## src/rtl/div_16bit_seq.sv

```systemverilog
// Multi-cycle restoring divider: one quotient bit per cycle, unsigned or
// two's-complement operands, start/busy/done handshake.

module div_16bit_seq #(
    parameter int WIDTH = 16,
    parameter int ITERS = WIDTH
) (
    input  logic             clk,
    input  logic             rst,
    input  logic             start,
    input  logic             is_signed,
    input  logic [WIDTH-1:0] dividend,
    input  logic [WIDTH-1:0] divisor,
    output logic             busy,
    output logic             done,
    output logic [WIDTH-1:0] quotient,
    output logic [WIDTH-1:0] remainder,
    output logic             div_by_zero,
    output logic             ovfl
);

    // state | meaning
    // IDLE  | waiting for start
    // CALC  | shift-and-subtract, one quotient bit per cycle
    // FIX   | apply signs, load result registers (also the divide-by-zero path)
    // DONE  | done pulse; a new start is accepted here as in IDLE
    typedef enum logic [1:0] {
        IDLE = 2'd0,
        CALC = 2'd1,
        FIX  = 2'd2,
        DONE = 2'd3
    } state_t;

    localparam int CW = (ITERS > 1) ? $clog2(ITERS) : 1;

    state_t state, state_next;

    logic [CW-1:0]    cnt;
    logic [WIDTH-1:0] dq;
    logic [WIDTH:0]   rem;
    logic [WIDTH:0]   dmag;
    logic [WIDTH-1:0] dend_raw;
    logic             sgn_mode;
    logic             sign_q;
    logic             sign_r;
    logic             dbz_pend;
    logic             ovf_pend;

    logic             accept;
    logic             last_iter;
    logic             divisor_zero;
    logic [WIDTH:0]   dvs_ext;
    logic [WIDTH:0]   dvs_mag;
    logic [WIDTH-1:0] dnd_mag;
    logic [WIDTH:0]   shifted;
    logic [WIDTH:0]   trial;

    assign accept       = start && (state == IDLE || state == DONE);
    assign last_iter    = (cnt == CW'(ITERS - 1));
    assign divisor_zero = (divisor == '0);

    // 17-bit magnitude so that -32768 becomes an exact +32768
    assign dvs_ext = {is_signed & divisor[WIDTH-1], divisor};
    assign dvs_mag = dvs_ext[WIDTH] ? (~dvs_ext + 1'b1) : dvs_ext;
    assign dnd_mag = (is_signed && dividend[WIDTH-1]) ? (~dividend + 1'b1) : dividend;

    assign shifted = {rem[WIDTH-1:0], dq[WIDTH-1]};
    assign trial   = shifted - dmag;

    always_ff @(posedge clk) begin
        if (rst) begin
            state <= IDLE;
        end else begin
            state <= state_next;
        end
    end

    always_comb begin
        state_next = state;
        case (state)
            IDLE, DONE: begin
                if (start) begin
                    // divide-by-zero skips CALC but still spends one cycle in FIX
                    state_next = divisor_zero ? FIX : CALC;
                end else begin
                    state_next = IDLE;
                end
            end
            CALC:    state_next = last_iter ? FIX : CALC;
            FIX:     state_next = DONE;
            default: state_next = IDLE;
        endcase
    end

    always_comb begin
        busy = 1'b0;
        done = 1'b0;
        case (state)
            CALC:    busy = 1'b1;
            FIX:     busy = ~dbz_pend;
            DONE:    done = 1'b1;
            default: ;
        endcase
    end

    always_ff @(posedge clk) begin
        if (rst) begin
            cnt         <= '0;
            dq          <= '0;
            rem         <= '0;
            dmag        <= '0;
            dend_raw    <= '0;
            sgn_mode    <= 1'b0;
            sign_q      <= 1'b0;
            sign_r      <= 1'b0;
            dbz_pend    <= 1'b0;
            ovf_pend    <= 1'b0;
            quotient    <= '0;
            remainder   <= '0;
            div_by_zero <= 1'b0;
            ovfl        <= 1'b0;
        end else begin
            if (accept) begin
                cnt         <= '0;
                dq          <= dnd_mag;
                rem         <= '0;
                dmag        <= dvs_mag;
                dend_raw    <= dividend;
                sgn_mode    <= is_signed;
                sign_q      <= is_signed & (dividend[WIDTH-1] ^ divisor[WIDTH-1]);
                sign_r      <= is_signed & dividend[WIDTH-1];
                dbz_pend    <= divisor_zero;
                ovf_pend    <= is_signed && (dividend == {1'b1, {(WIDTH-1){1'b0}}})
                               && (divisor == {WIDTH{1'b1}});
                div_by_zero <= 1'b0;
                ovfl        <= 1'b0;
            end else if (state == CALC) begin
                cnt <= cnt + 1'b1;
                if (!trial[WIDTH]) begin
                    rem <= trial;
                    dq  <= {dq[WIDTH-2:0], 1'b1};
                end else begin
                    rem <= shifted;
                    dq  <= {dq[WIDTH-2:0], 1'b0};
                end
            end else if (state == FIX) begin
                if (dbz_pend) begin
                    quotient    <= {WIDTH{1'b1}};
                    remainder   <= dend_raw;
                    div_by_zero <= 1'b1;
                end else begin
                    quotient    <= (sgn_mode && sign_q) ? (~dq + 1'b1) : dq;
                    remainder   <= (sgn_mode && sign_r) ? (~rem[WIDTH-1:0] + 1'b1)
                                                        : rem[WIDTH-1:0];
                    ovfl        <= ovf_pend;
                end
            end
        end
    end

endmodule

```

## config.mk

```make
export PLATFORM = sky130hd
export DESIGN_NAME = div_16bit_seq
export DESIGN_NICKNAME = d
export VERILOG_FILES = /design/src/rtl/div_16bit_seq.sv
export SDC_FILE = /design/constraint.sdc
export NUM_CORES = 1
export LEC_CHECK = 0
export ABC_AREA = 1
export CORE_MARGIN = 4
export CORE_UTILIZATION = 58
export DETAILED_ROUTE_END_ITERATION = 7
export PLACE_DENSITY = 0.79
export RECOVER_POWER = 25
export SLEW_MARGIN = 20
export SYNTH_ARGS = -nofsm -noshare
export SYNTH_HDL_FRONTEND = slang
export SYNTH_SLANG_ARGS = --single-unit
```

## constraint.sdc

```tcl
create_clock -name clk -period 3.84 [get_ports clk]
set_input_delay 0.576 -clock clk [delete_from_list [all_inputs] [get_ports clk]]
set_output_delay 0.576 -clock clk [all_outputs]
set_load 0.01 [all_outputs]
```

==> metrics.md <==
| Metric | Value |
|---|---|
| Leakage | 0.00368 uW |
| CP required | roughly 3.3 ns |
| FF+latch count, synth | 110 |
| Critical Path Fanout Max | 23 |
| Pwr dens | 372 mW/mm^2 |
| Netlist cell types | 50 |
| Max cap viols | 0 |
| P&R area growth vs syn | 14.2% |
| Net switching power | 1050 uW |
| Largest family of logic cells by synthesized area | simple AND/OR/NAND/NOR gates |
| Switching share of power | a little over a third |
| Layout cells sized above 1 | between 7 and 8% |
| Reg-to-Reg End | dq[13] |
| Clk root buf | clkbuf_16 |
| Yosys warnings | 0 |
| Tot GR Track Use | 27.2% |
| Die height | around 120 um |
| Pint | 1950 uW |
| Combinational Power Share | about 28% |
| Fmax | 0.330 GHz |
| Drt total wl | 19100 um |
| Number of synthesized flops with an enable pin | 0 |
| ANT nets after route | 0 |
| Largest net degree at the start of global routing | 39 |
| Initial core utilization | 60.4% |
| First-pass DRT Iterations | 7 |
| Compound-Gate Fraction of Synth Area | 18.3% |
| Post-CTS Setup Repair Bufs | 0 |
| Via count | 7070 |
| Leading cell type in the layout, fill and taps excluded | nand2_1 |
| Chip width | between 100 and 150 um |
| RR Startpoint | state[0] |
| Final setup skew | 0.00784 ns |
| Clock slew at reported path FFs | 0.07 ns |
| Worst slew margin | approximately 42% |
| Clk_lat worst skew | 0.35 ns |
| Hold endpoint | dend_raw[5] |
| Unrepaired setup endpoints after global routing | no |
| Worst min-delay path startpoint | dend_raw[5] |
| CP Class | register to output pin |
| Status | completed |
| First-pass GRT wire length | 31600 um |
| Vias in the first global route | 6469 |
| Layout Nets | 1175 |
| Post-cts sizing count | 0 |
| Clock network power share | 30.1% |
| Hold crit path type | register to register |
| Setup_tns | 0 ns |
| Actual slew at the worst max-slew pin | 0.870 ns |
| DP Worst Slack | 1.10 ns |
| R2r setup slk | 1.16 ns |
| Die area | ~0.014 mm^2 |
| Most used flip-flop cell after synthesis | dfxtp_1 |
| Adder-cell share of the synthesized area | 4.72% |
| Syn Nets | 1124 |
| Antenna cells | 0 |
| Dpl hpwl | 14400 um |
| CP Launch Type | register |
| PortBufs | 71 |
| Final Util | 69.0% |
| Drt drc | 0 |
| Sequential power share | 41.4% |
| H-tree levels | 3 |
| Arrival time worst endpoint | between 2 and 2.5 ns |
| Seq/Total Area, Yosys | between 30% and 40% |
| Mapped cell area | 0.00705 mm^2 |
| Most frequent cells in the layout | 243 x nand2_1, 163 x inv_1, 110 x dfxtp_1, 84 x nand3_1 |
| Drt via density | 5.61 |
| Final worst path period need | 3.03 ns |
| Hold Buf Count CTS | 0 |
| Worst R2R Path Depth | 10 |
| Ports | 72 |
| CTS buffer count | 9 |
| Worst Hold Depth | 2 |
| Final worst-path cycle share | 78.9% |
| Setup violations, final | 0 |
| DR iter-0 viols | 631 |
| Mapped Avg Cell Area | 6.63 um^2 |
| Gpl congestion | approximately 0.95 |
| Mux share of post-synthesis cell area | 0% |
| Synth Area in Simple Gates | 31.4% |
| Worst Setup End Kind | output pin |
| Cell count after synthesis | ~1100 |
| Max rail drop VDD | 258 uV |
| Final Hold Vio Count | 0 |
| Routed length per instance | 15.2 um |
| Worst-case clock buffer depth | 2 |
| Setup WS post-layout | ~0.81 ns |
| Rows | 39 |
| Antenna violations before repair | 0 |
| CTS tree | yes |
| Clock sink count | 110 |
| Final Max Slew Viols | 0 |
| Xor/xnor share of the synthesized area | 1.86% |
| GR Overflow Total | 0 |
| Core area | roughly 0.012 mm^2 |
| Async set-reset flop share out of synthesis | 0% |
## cell type report
cell class | count | area, um^2
timing repair buffer | 81 | 782
clock inverter | 5 | 43.8
tap | 143 | 179
sequential | 110 | 2200
fill | 1056 | 3620
multi-input combinational | 741 | 3960
clock buffer | 10 | 239
inverter | 170 | 638
## worst max-delay path, cell delays in order (launching register included)
cell             delay [ns]
dfxtp_1                0.37
inv_1                  0.06
ha_1                   0.22
inv_2                  0.26
nor2_1                 0.07
buf_4                  0.24
inv_2                  0.28
a21oi_1                0.11
clkdlybuf4s50_1        0.49
## kinds of logic after synthesis
logic type,count (synthesis)
AND/OR/NAND/NOR,485
XOR/XNOR,15
flip-flops,110
buffers and inverters,211
adder cells (fa/ha/maj),26
AO/OA/AOI/OAI,215
## sequential cells by signal (all words and copies together) (netlist names), 2 cells and up
name / flops
dmag: 17
dend_raw: 16
dq: 16
quotient: 16
rem: 16
remainder: 16
cnt: 4
state: 2
## per-layer routing
layer / GRT usage [%] / up-vias / routed length [um]
li1: - / 3576 / -
met1: 39.0 / 3169 / 9030
met2: 42.4 / 286 / 8310
met3: 4.44 / 39 / 1320
met4: 7.84 / 0 / 457
met5: 0 / - / 0
## power groups by stage
stage | logic, uW | registers [uW] | clock network (uW)
floorplan | 677 | 1250 | 0
global placement | 822 | 1260 | 0
detailed placement | 838 | 1260 | 0
CTS | 844 | 1240 | 917
global route | 958 | 1250 | 961
finish | 852 | 1240 | 903
## cells in the mapped netlist (3+ instances only)
master    number  area [um^2]
nor2_1        80          300
nand3_1       84          420
buf_2         10         50.1
a21oi_2       10         87.6
nand3_2       10          100
nor3_1        17         85.1
buf_6          4         45.0
nor3_2         5         50.1
inv_2          6         22.5
nand3b_1       5         37.5
nand2_2       17          106
a21oi_1       52          260
clkbuf_1      21         78.8
xor2_1        13          114
o211ai_1       8         60.1
clkbuf_8       3         41.3
nand2_1      243          912
nand2_4        5         56.3
a31oi_1       19          119
o221ai_1       9         78.8
inv_1        163          612
o41ai_1        3         26.3
nand4_1        7         43.8
o31ai_1        4         30.0
o21ai_0       80          400
and2_1         3         18.8
o22ai_1       14         87.6
dfxtp_1      110         2200
ha_1          25          313
a211oi_1       7         52.6
## worst max path at each step
stage | from | end | slack, ns
after floorplan | dq[15] | rem[10] | 1.78
after global placement | start | dmag[12] | 1.16
after detailed placement | start | dend_raw[11] | 1.10
after CTS | state[0] | busy | 0.79
after global routing | state[0] | busy | 0.64
final | state[0] | busy | 0.81
## per-stage QoR
step | std cells | area (um^2) | total power (uW) | hold WS (ns)
finish | 1260 | 8050 | 2990 | 0.452
CTS | 1260 | 8050 | 3000 | 0.452
floorplan | 1062 | 7050 | 1930 | 0.424
detailed placement | 1245 | 7770 | 2100 | 0.442
global route | 1260 | 8050 | 3160 | 0.490
global placement | 1245 | 7770 | 2090 | 0.437
No activity file was read; power rests on OpenSTA's default activity.
